File: src/rtl/pkt_capture_if.sv
// Avalon-ST ingress stream from the MAC into the capture stage.
interface pkt_capture_if;
  localparam int unsigned DATA_W  = 32;
  localparam int unsigned EMPTY_W = 2;

  logic [DATA_W-1:0]  st_data;
  logic               st_valid;
  logic               st_ready;
  logic               st_sop;
  logic               st_eop;
  logic [EMPTY_W-1:0] st_empty;

  modport master (output st_data, st_valid, st_sop, st_eop, st_empty, input st_ready);
  modport slave  (input st_data, st_valid, st_sop, st_eop, st_empty, output st_ready);
endinterface

File: src/rtl/pkt_capture.sv
// Frame ingress: snap-length truncation into the packet FIFO, arrival timestamp,
// and one-frame-in-flight handoff to the buffer write controller.
module pkt_capture #(
  parameter int unsigned FIFO_DEPTH = 512,
  parameter int unsigned CNT_W      = 16
) (
  input  logic                          clk,
  input  logic                          reset,
  input  logic                          enable,
  input  logic [15:0]                   snaplen,
  pkt_capture_if.slave                  st,
  output logic                          fifo_wr,
  output logic [31:0]                   fifo_in,
  input  logic                          fifo_full,
  input  logic [$clog2(FIFO_DEPTH)-1:0] usedw,
  input  logic [31:0]                   seconds,
  input  logic [31:0]                   nanoseconds,
  output logic [31:0]                   ts_seconds,
  output logic [31:0]                   ts_nanoseconds,
  output logic                          wr_ctrl,
  output logic [31:0]                   pkt_begin,
  output logic [31:0]                   pkt_end,
  input  logic                          wr_ctrl_rdy,
  output logic [CNT_W-1:0]              pkt_count,
  output logic [CNT_W-1:0]              drop_count,
  output logic                          proto_err
);
  localparam int unsigned USEDW_W  = $clog2(FIFO_DEPTH);
  localparam int unsigned WORDS_W  = USEDW_W + 1;
  localparam int unsigned BYTES_W  = 17;
  localparam int unsigned SUM_W    = BYTES_W + 1;
  localparam int unsigned MAX_SNAP = FIFO_DEPTH * 4;

  typedef enum logic [2:0] {IDLE, CAPTURE, DROP, HANDOFF, WAIT_DONE} state_t;

  state_t             state;
  logic               ready_en;
  logic [BYTES_W-1:0] byte_cnt;
  logic [BYTES_W-1:0] eff_snap;

  logic [BYTES_W-1:0] snap_in;
  logic [BYTES_W-1:0] cap_base;
  logic [BYTES_W-1:0] cap_snap;
  logic [SUM_W-1:0]   cnt_sum;
  logic [BYTES_W-1:0] cnt_next;
  logic [BYTES_W-1:0] len_next;
  logic [BYTES_W-1:0] len_partial;
  logic [2:0]         beat_bytes;
  logic [WORDS_W-1:0] need_words;
  logic [WORDS_W-1:0] free_words;
  logic               st_ready_c;
  logic               accept;
  logic               sop_start;
  logic               no_room;
  logic               cap_beat;
  logic               sop_abort;
  logic               wr_en;

  // Snap length for a frame starting now; zero or oversize means the whole FIFO.
  always_comb begin
    snap_in = BYTES_W'(snaplen);
    if (snaplen == 16'd0 || BYTES_W'(snaplen) > BYTES_W'(MAX_SNAP))
      snap_in = BYTES_W'(MAX_SNAP);
  end

  assign need_words = WORDS_W'((snap_in + BYTES_W'(3)) >> 2);
  assign free_words = fifo_full ? '0 : WORDS_W'(FIFO_DEPTH) - WORDS_W'(usedw);
  assign no_room    = free_words < need_words;

  // A pending sop in CAPTURE is held off so it can be re-presented as a new frame.
  always_comb begin
    st_ready_c = 1'b0;
    if (ready_en) begin
      case (state)
        IDLE, DROP: st_ready_c = 1'b1;
        CAPTURE:    st_ready_c = !(st.st_sop || fifo_full);
        default:    st_ready_c = 1'b0;
      endcase
    end
  end
  assign st.st_ready = st_ready_c;

  assign accept    = st.st_valid && st_ready_c;
  assign sop_start = (state == IDLE) && accept && st.st_sop && enable;
  assign cap_beat  = (sop_start && !no_room) || ((state == CAPTURE) && accept);
  assign sop_abort = (state == CAPTURE) && st.st_valid && st.st_sop;

  // The first beat of a frame counts from zero against the freshly sampled snap length.
  assign cap_base    = (state == CAPTURE) ? byte_cnt : '0;
  assign cap_snap    = (state == CAPTURE) ? eff_snap : snap_in;
  assign beat_bytes  = st.st_eop ? 3'd4 - 3'(st.st_empty) : 3'd4;
  assign cnt_sum     = SUM_W'(cap_base) + SUM_W'(beat_bytes);
  assign cnt_next    = cnt_sum[BYTES_W] ? '1 : cnt_sum[BYTES_W-1:0];
  assign len_next    = (cnt_next < cap_snap) ? cnt_next : cap_snap;
  assign len_partial = (byte_cnt < eff_snap) ? byte_cnt : eff_snap;
  assign wr_en       = cap_base < cap_snap;

  assign pkt_begin = '0;

  always_ff @(posedge clk) begin
    if (reset) begin
      state          <= IDLE;
      ready_en       <= 1'b0;
      byte_cnt       <= '0;
      eff_snap       <= '0;
      fifo_wr        <= 1'b0;
      fifo_in        <= '0;
      ts_seconds     <= '0;
      ts_nanoseconds <= '0;
      wr_ctrl        <= 1'b0;
      pkt_end        <= '0;
      pkt_count      <= '0;
      drop_count     <= '0;
      proto_err      <= 1'b0;
    end else begin
      ready_en <= 1'b1;
      fifo_wr  <= 1'b0;
      wr_ctrl  <= 1'b0;

      if (sop_start) begin
        ts_seconds     <= seconds;
        ts_nanoseconds <= nanoseconds;
        eff_snap       <= snap_in;
      end

      if (cap_beat) begin
        fifo_wr  <= wr_en;
        if (wr_en) fifo_in <= st.st_data;
        byte_cnt <= cnt_next;
        if (st.st_eop) begin
          pkt_end <= 32'(len_next);
          wr_ctrl <= 1'b1;
        end
      end

      case (state)
        IDLE: begin
          if (sop_start) begin
            if (no_room) begin
              if (drop_count != '1) drop_count <= drop_count + CNT_W'(1);
              if (!st.st_eop) state <= DROP;
            end else begin
              state <= st.st_eop ? HANDOFF : CAPTURE;
            end
          end
        end
        CAPTURE: begin
          if (sop_abort) begin
            proto_err <= 1'b1;
            pkt_end   <= 32'(len_partial);
            wr_ctrl   <= 1'b1;
            state     <= HANDOFF;
          end else if (accept && st.st_eop) begin
            state <= HANDOFF;
          end
        end
        DROP: begin
          if (accept && st.st_eop) state <= IDLE;
        end
        HANDOFF: begin
          if (pkt_count != '1) pkt_count <= pkt_count + CNT_W'(1);
          state <= WAIT_DONE;
        end
        WAIT_DONE: begin
          if (wr_ctrl_rdy) state <= IDLE;
        end
        default: state <= IDLE;
      endcase
    end
  end
endmodule

File: src/flat_wrapper.sv
// flat-port wrapper written by rule: the top's interface ports become plain ports
module pkt_capture_flat 
#(
  parameter int unsigned FIFO_DEPTH = 512,
  parameter int unsigned CNT_W      = 16
)
  (clk, reset, enable, snaplen, fifo_wr, fifo_in, fifo_full, usedw, seconds, nanoseconds, ts_seconds, ts_nanoseconds, wr_ctrl, pkt_begin, pkt_end, wr_ctrl_rdy, pkt_count, drop_count, proto_err, st_st_data, st_st_valid, st_st_sop, st_st_eop, st_st_empty, st_st_ready);
  pkt_capture_if st_i ();
  input  logic clk;
  input  logic reset;
  input  logic enable;
  input  logic [15:0] snaplen;
  output logic fifo_wr;
  output logic [31:0] fifo_in;
  input  logic fifo_full;
  input  logic [$clog2(FIFO_DEPTH)-1:0] usedw;
  input  logic [31:0] seconds;
  input  logic [31:0] nanoseconds;
  output logic [31:0] ts_seconds;
  output logic [31:0] ts_nanoseconds;
  output logic wr_ctrl;
  output logic [31:0] pkt_begin;
  output logic [31:0] pkt_end;
  input  logic wr_ctrl_rdy;
  output logic [CNT_W-1:0] pkt_count;
  output logic [CNT_W-1:0] drop_count;
  output logic proto_err;
  input wire logic [$bits(st_i.st_data)-1:0] st_st_data;
  input wire logic [$bits(st_i.st_valid)-1:0] st_st_valid;
  input wire logic [$bits(st_i.st_sop)-1:0] st_st_sop;
  input wire logic [$bits(st_i.st_eop)-1:0] st_st_eop;
  input wire logic [$bits(st_i.st_empty)-1:0] st_st_empty;
  output wire logic [$bits(st_i.st_ready)-1:0] st_st_ready;
  assign st_i.st_data = st_st_data;
  assign st_i.st_valid = st_st_valid;
  assign st_i.st_sop = st_st_sop;
  assign st_i.st_eop = st_st_eop;
  assign st_i.st_empty = st_st_empty;
  assign st_st_ready = st_i.st_ready;
  pkt_capture #(.FIFO_DEPTH(FIFO_DEPTH), .CNT_W(CNT_W)) u_core (.clk(clk), .reset(reset), .enable(enable), .snaplen(snaplen), .st(st_i), .fifo_wr(fifo_wr), .fifo_in(fifo_in), .fifo_full(fifo_full), .usedw(usedw), .seconds(seconds), .nanoseconds(nanoseconds), .ts_seconds(ts_seconds), .ts_nanoseconds(ts_nanoseconds), .wr_ctrl(wr_ctrl), .pkt_begin(pkt_begin), .pkt_end(pkt_end), .wr_ctrl_rdy(wr_ctrl_rdy), .pkt_count(pkt_count), .drop_count(drop_count), .proto_err(proto_err));
endmodule
File: config.mk
export PLATFORM = sky130hd
export DESIGN_NAME = pkt_capture_flat
export DESIGN_NICKNAME = d
export VERILOG_FILES = /design/src/rtl/pkt_capture_if.sv /design/src/rtl/pkt_capture.sv /design/src/flat_wrapper.sv
export SDC_FILE = /design/constraint.sdc
export NUM_CORES = 1
export LEC_CHECK = 0
export ABC_CLOCK_PERIOD_IN_PS = 11800
export CAP_MARGIN = 20
export CORE_AREA = 2 2 191 193
export CTS_CLUSTER_DIAMETER = 200
export DETAILED_ROUTE_END_ITERATION = 8
export DIE_AREA = 0 0 193 195
export GPL_ROUTABILITY_DRIVEN = 1
export PLACE_DENSITY_LB_ADDON = 0.3
export SLEW_MARGIN = 40
export SYNTH_ARGS = -nofsm -noshare
export SYNTH_HDL_FRONTEND = slang
export SYNTH_SLANG_ARGS = --single-unit
export TNS_END_PERCENT = 1
File: constraint.sdc
create_clock -name clk -period 11.8 [get_ports clk]
set_clock_uncertainty 0.15 [all_clocks]
set_input_delay 1.77 -clock clk [delete_from_list [all_inputs] [get_ports clk]]
set_output_delay 1.77 -clock clk [all_outputs]
set_load 0.005 [all_outputs]
==> impl_metrics.csv <==
group,metric,value,unit
run_status,status,"completed",
route,drc_errors,0,
synthesis,synthTopCellsByArea,"dfxtp_1 (38%), nand2_1 (7.4%), ha_1 (7.1%)",
synthesis,syn_area,10600,sq um
synthesis,yosysWarnings,0,
cells_and_area,layout-drive-gt1-share,5.05,%
cells_and_area,antenna_cells,0,
worst_hold_path,worstHoldStart,"u_core.ts_nanoseconds[28]",
timing,relSlewSlack,48.7,%
synthesis,synth_edf_count,0,
timing,finalCritPeriodShare,59.7,%
synthesis,ys_ff_latch,200,
timing,setup_viol,0,
route,ant_nets,0,
place,dp_slack,4.38,ns
setup_path,required,11.98,ns
worst_hold_path,holdPathEnd,"u_core.ts_nanoseconds[28]",
cts,holdBufCountCts,0,
floorplan,num_rows,69,
place,place.gp.congestion,0.923,
worst_hold_path,hold_depth,2,
setup_path,crit_path_end_kind,"flip-flop",
cells_and_area,nets,1744,
synthesis,yosysTopAreaCell,"dfxtp_1",
cts,path_clk_slew,0.08,ns
global_route,grt_pass1_wl,53700,microns
global_route,grt_util_all_layers,18.3,%
global_route,grt.overflow.total,0,
timing,finalHoldViolCount,0,
setup_path,start_kind,"primary input",
timing,tightest_slew,0.761,ns
cells_and_area,final_common_cell,"clkdlybuf4s50_1",
pwr,power.density,99.1,nW/um^2
floorplan,pin_count,327,
job,cap_violations,0,
cts,numCtsBuffers,17,
cells_and_area,stdcell_area,14400,sq um
cells_and_area,final_cell_mix,"clkdlybuf4s50_1 (293), nand2_1 (210), dfxtp_1 (200)",
cells_and_area,area.growth.synth_to_final,36.3,%
synthesis,synth.avg_cell_area,8.15,sq um
route,routedWlPerCell,17.0,microns
floorplan,fp.dieH,195,microns
timing,setup_ws,4.76,ns
route,drt-pass1-iter-count,5,
synthesis,synth_ff_type,"dfxtp_1",
place,io_buffers,294,
floorplan,coreArea,35400,sq um
global_route,antenna_found_initial,0,
pwr,power_leakage,5.57,nW
place,hpwl,25500,microns
worst_hold_path,hold_class,"flip-flop to flip-flop",
synthesis,async_reset_ff_share,0,%
timing,fmax,142,MHz
route,vias_per_cell,4.94,
setup_path,rr_worst_depth,19,
timing,fin_crit,7.04,ns
floorplan,start_util,29.9,%
setup_path,reg2reg_to,"u_core.pkt_end[9]",
timing,rsz0062_at_grt,"no",
floorplan,die_width,193,microns
cts,cts_buffer_depth,2,
place,placed_area,13800,sq um
cts,clock-sinks,200,
cts,htree_levels,4,
setup_path,r2r-start,"u_core.state[0]",
cts,post-cts-setup-buffers,0,
setup_path,regToRegSetupSlack,5.83,ns
cts,cts_tree,"yes",
synthesis,ys_types,75,
setup_path,worstPathArrival,7.23,ns
setup_path,crit_fanout,26,
synthesis,synth_cells,1299,
cts,clock_latency,0.45,ns
route,drt_wl_total,34500,microns
global_route,grt_max_degree,86,
route,drt-initial-drc-count,584,
global_route,grt_pass1_vias,9709,
floorplan,dieArea,37600,sq um
setup_path,timing_worst_setup_path_type,"primary input to flip-flop",
cts,cts-root-buf,"clkbuf_16",
timing,maxSlewViolCount,0,
synthesis,seq_area_frac_synth,37.8,%
cts,cts_resized,0,
timing,timing.setup.tns,0,ns
pwr,vdd_drop_max,0.0961,mV
route,vias,10000,
synthesis,synth_top_area_share,37.8,%
-- state kept, by name, summed over array words and instances, names as in the netlist --
name and cells:
u_core.ready_en 1, u_core.ts_seconds 32, u_core.ts_nanoseconds 32, u_core.pkt_end 32
u_core.eff_snap 16, u_core.proto_err 1, u_core.wr_ctrl 1, u_core.drop_count 16
u_core.fifo_wr 1, u_core.fifo_in 32, u_core.byte_cnt 17, u_core.pkt_count 16
u_core.state 3
-- layout make-up --
class	instances	area (sq um)
clock buffers	18	439
clock inverters	14	181
fillers	3555	21000
inverters	47	176
multi-input cells	982	6030
flip-flops and latches	200	4000
well taps	461	577
repair buffers	304	3030
-- power breakdown --
| group | switching (mW) | internal, mW |
|---|---|---|
| combinational | 0.0571 | 0.0647 |
| sequential | 0.00458 | 0.680 |
| clock | 0.297 | 0.328 |
-- worst max-delay path by stage --
stage | from | to | depth (start not counted)
5_1_grt | snaplen[7] | u_core.pkt_end[12] | 14
3_3_place_gp | st_st_empty[0] | u_core.pkt_end[4] | 19
6_report | snaplen[7] | u_core.pkt_end[12] | 14
4_1_cts | snaplen[7] | u_core.pkt_end[12] | 14
3_5_place_dp | snaplen[7] | u_core.pkt_end[12] | 14
2_1_floorplan | st_st_empty[0] | u_core.pkt_end[9] | 18
-- cell usage after synthesis, drive strengths merged (3+ instances only) --
master and number:
a2111oi 3, a211oi 11, a21o 10, a21oi 117, a221o 5, a22oi 9, a311oi 3, a31o 3
a31oi 13, and2 35, and3 17, and4 6, buf 44, clkbuf 57, dfxtp 200, ha 60
inv 47, mux2 10, mux2i 46, nand2 210, nand2b 7, nand3 31, nand4 21, nor2 136
nor2b 9, nor3 27, nor3b 4, nor4 17, nor4b 3, o211a 3, o211ai 3, o21a 3
o21ai 21, o311ai 6, o31ai 4, or2 5, or3 9, or3b 3, or4 6, xnor2 36
xor2 15
-- logic make-up (layout without fill, tap and decap cells) --
kind of cell               after synthesis  after routing  synth area share (%)
adders and majority gates               61             61                  7.28
muxes                                   56             56                  5.41
other                                    1             32                0.0354
DFF                                    200            200                  37.8
buffers and inverters                  148            383                  6.81
xor gates and xnor gates                51             51                  4.22
and+or+nand+nor                        556            556                  25.1
AOI/OAI and AO/OA                      226            226                  13.4
-- stage by stage --
stage	power (mW)	cells	hold WS [ns]	utilization (%)
6_report	1.43	2026	0.304	40.8
3_5_place_dp	0.822	1994	0.296	39.0
2_1_floorplan	0.756	1330	0.298	-
4_1_cts	1.45	2026	0.306	40.8
3_3_place_gp	0.821	1993	0.290	38.9
5_1_grt	1.49	2026	0.327	40.8
-- routing by layer --
metal / GRT usage (%) / share of wire [%] / vias up
met1: 22.6 / 43 / 4697
met5: 0 / 0 / -
met3: 6.52 / 8.2 / 44
met4: 5.98 / 2.6 / 0
met2: 29.3 / 46 / 337
li1: - / - / 4937
-- worst max-delay path, stage by stage --
cell             delay [ns]
clkdlybuf4s50_1        0.62
nor4_1                 0.52
nand4_1                0.14
a21oi_1                0.54
buf_4                  0.33
a31oi_1                0.15
ha_1                   0.35
nand4_1                0.16
or4_1                  0.56
a21o_1                 0.23
a21oi_1                0.43
or2_2                  0.58
nand3_1                0.38
o311ai_0               0.44
Note: power is estimated with default switching activity, not from simulation.
==> edit (config.mk and constraints unchanged) <==
`CNT_W` is set to 16 in 2 places; all go to 32.
--- a/src/rtl/pkt_capture.sv
+++ b/src/rtl/pkt_capture.sv
@@ -2,7 +2,7 @@
 // and one-frame-in-flight handoff to the buffer write controller.
 module pkt_capture #(
   parameter int unsigned FIFO_DEPTH = 512,
-  parameter int unsigned CNT_W      = 16
+  parameter int unsigned CNT_W      = 32
 ) (
   input  logic                          clk,
   input  logic                          reset,
--- a/src/flat_wrapper.sv
+++ b/src/flat_wrapper.sv
@@ -2,7 +2,7 @@
 module pkt_capture_flat 
 #(
   parameter int unsigned FIFO_DEPTH = 512,
-  parameter int unsigned CNT_W      = 16
+  parameter int unsigned CNT_W      = 32
 )
   (clk, reset, enable, snaplen, fifo_wr, fifo_in, fifo_full, usedw, seconds, nanoseconds, ts_seconds, ts_nanoseconds, wr_ctrl, pkt_begin, pkt_end, wr_ctrl_rdy, pkt_count, drop_count, proto_err, st_st_data, st_st_valid, st_st_sop, st_st_eop, st_st_empty, st_st_ready);
   pkt_capture_if st_i ();
Interface: changed (resized drop_count and pkt_count); port bits go from 327 to 359. The function was not compared with the original's and may differ.
==> edit against the unedited design <==
- wire length increased by 9.1%
- power up 23%
- synthesized cell count grew 12%
- worst setup slack gained 710 ps
- area after synthesis increased by 13%
- final area grew 14%
- sequential cell count increased by 32
- largest cell class unchanged
==> edit: results (changes against the unedited design) <==
status: complete, no violations (unchanged)
Critical Path Sink: u_core.pkt_end[11] (was u_core.pkt_end[12])
Leak: 6.35 nW (was 5.57 nW)
worst-margin pin slew: 747 ps (was 761 ps)
register share of the cell area: 28.3% (was 27.7%)
Critical path origin: st_st_eop (was snaplen[7])
vias per cell: 4.96 (was 4.94)
XOR/XNOR share of the synthesized area: 6.36% (was 4.22%)
placed cell count: 2174 (was 1994)
mux contribution to synthesized area: 5.83% (was 5.41%)
# fillers: 3458 (was 3555)
Synth Area in Adders: 6.50% (was 7.28%)
register area share after synthesis: 38.7% (was 37.8%)
multi-input logic cell count: 1093 (was 982)
clock buf count: 35 (was 18)
GRT Resource Usage Total: 19.5% (was 18.3%)
wire length on met1: 16300 um (was 14800 um)
R2R depth: 20 (was 19)
clock share of power: 47.8% (was 43.7%)
Non-clk bufs: 338 (was 304)
number of global-route vias before repair: 10800 (was 9709)
final instance area: 16400 um2 (was 14400 um2)
DR WL/cell: 16.9 um (was 17.0 um)
met2 WL: 17100 um (was 16000 um)
clock latency at the later pin of the worst-skew pair: 560 ps (was 450 ps)
DR top layer: met5 (was met4)
commonest cells in the netlist: dfxtp_1 (232), nand2_1 (210), nor2_1 (159), a21oi_1 (125), clkbuf_1 (69) (was nand2_1 (210), dfxtp_1 (200), nor2_1 (135), a21oi_1 (116), ha_1 (60))
total clock sinks: 232 (was 200)
1st-iter DRT viols: 671 (was 584)
cells after synthesis: 1459 (was 1299)
-- edit: changes by cell type after synthesis, sizes merged, moves of 8 or more --
| cell | unedited run | this run |
|---|---|---|
| xor2 | 15 | 55 |
| dfxtp | 200 | 232 |
| nand3 | 31 | 59 |
| nor2 | 136 | 160 |
| mux2i | 46 | 62 |
| a211o | 1 | 15 |
| clkbuf | 57 | 69 |
| a31oi | 13 | 2 |
| and4 | 6 | 15 |
| a21oi | 117 | 125 |
| a22oi | 9 | 1 |
-- edit: worst max-delay path: stages --
cell and delay, ps:
clkdlybuf4s50_1 660, inv_1 200, nor2_1 140, ha_1 200, fa_1 310, inv_1 90, maj3_2 320, or2_4 270
nand2_1 70, a21oi_1 60, a311oi_1 450, inv_1 90, ha_1 340, and4_1 200, a221oi_1 260, o211ai_1 110
a31o_2 280, nor2_8 310, mux2_2 390, a21oi_1 140
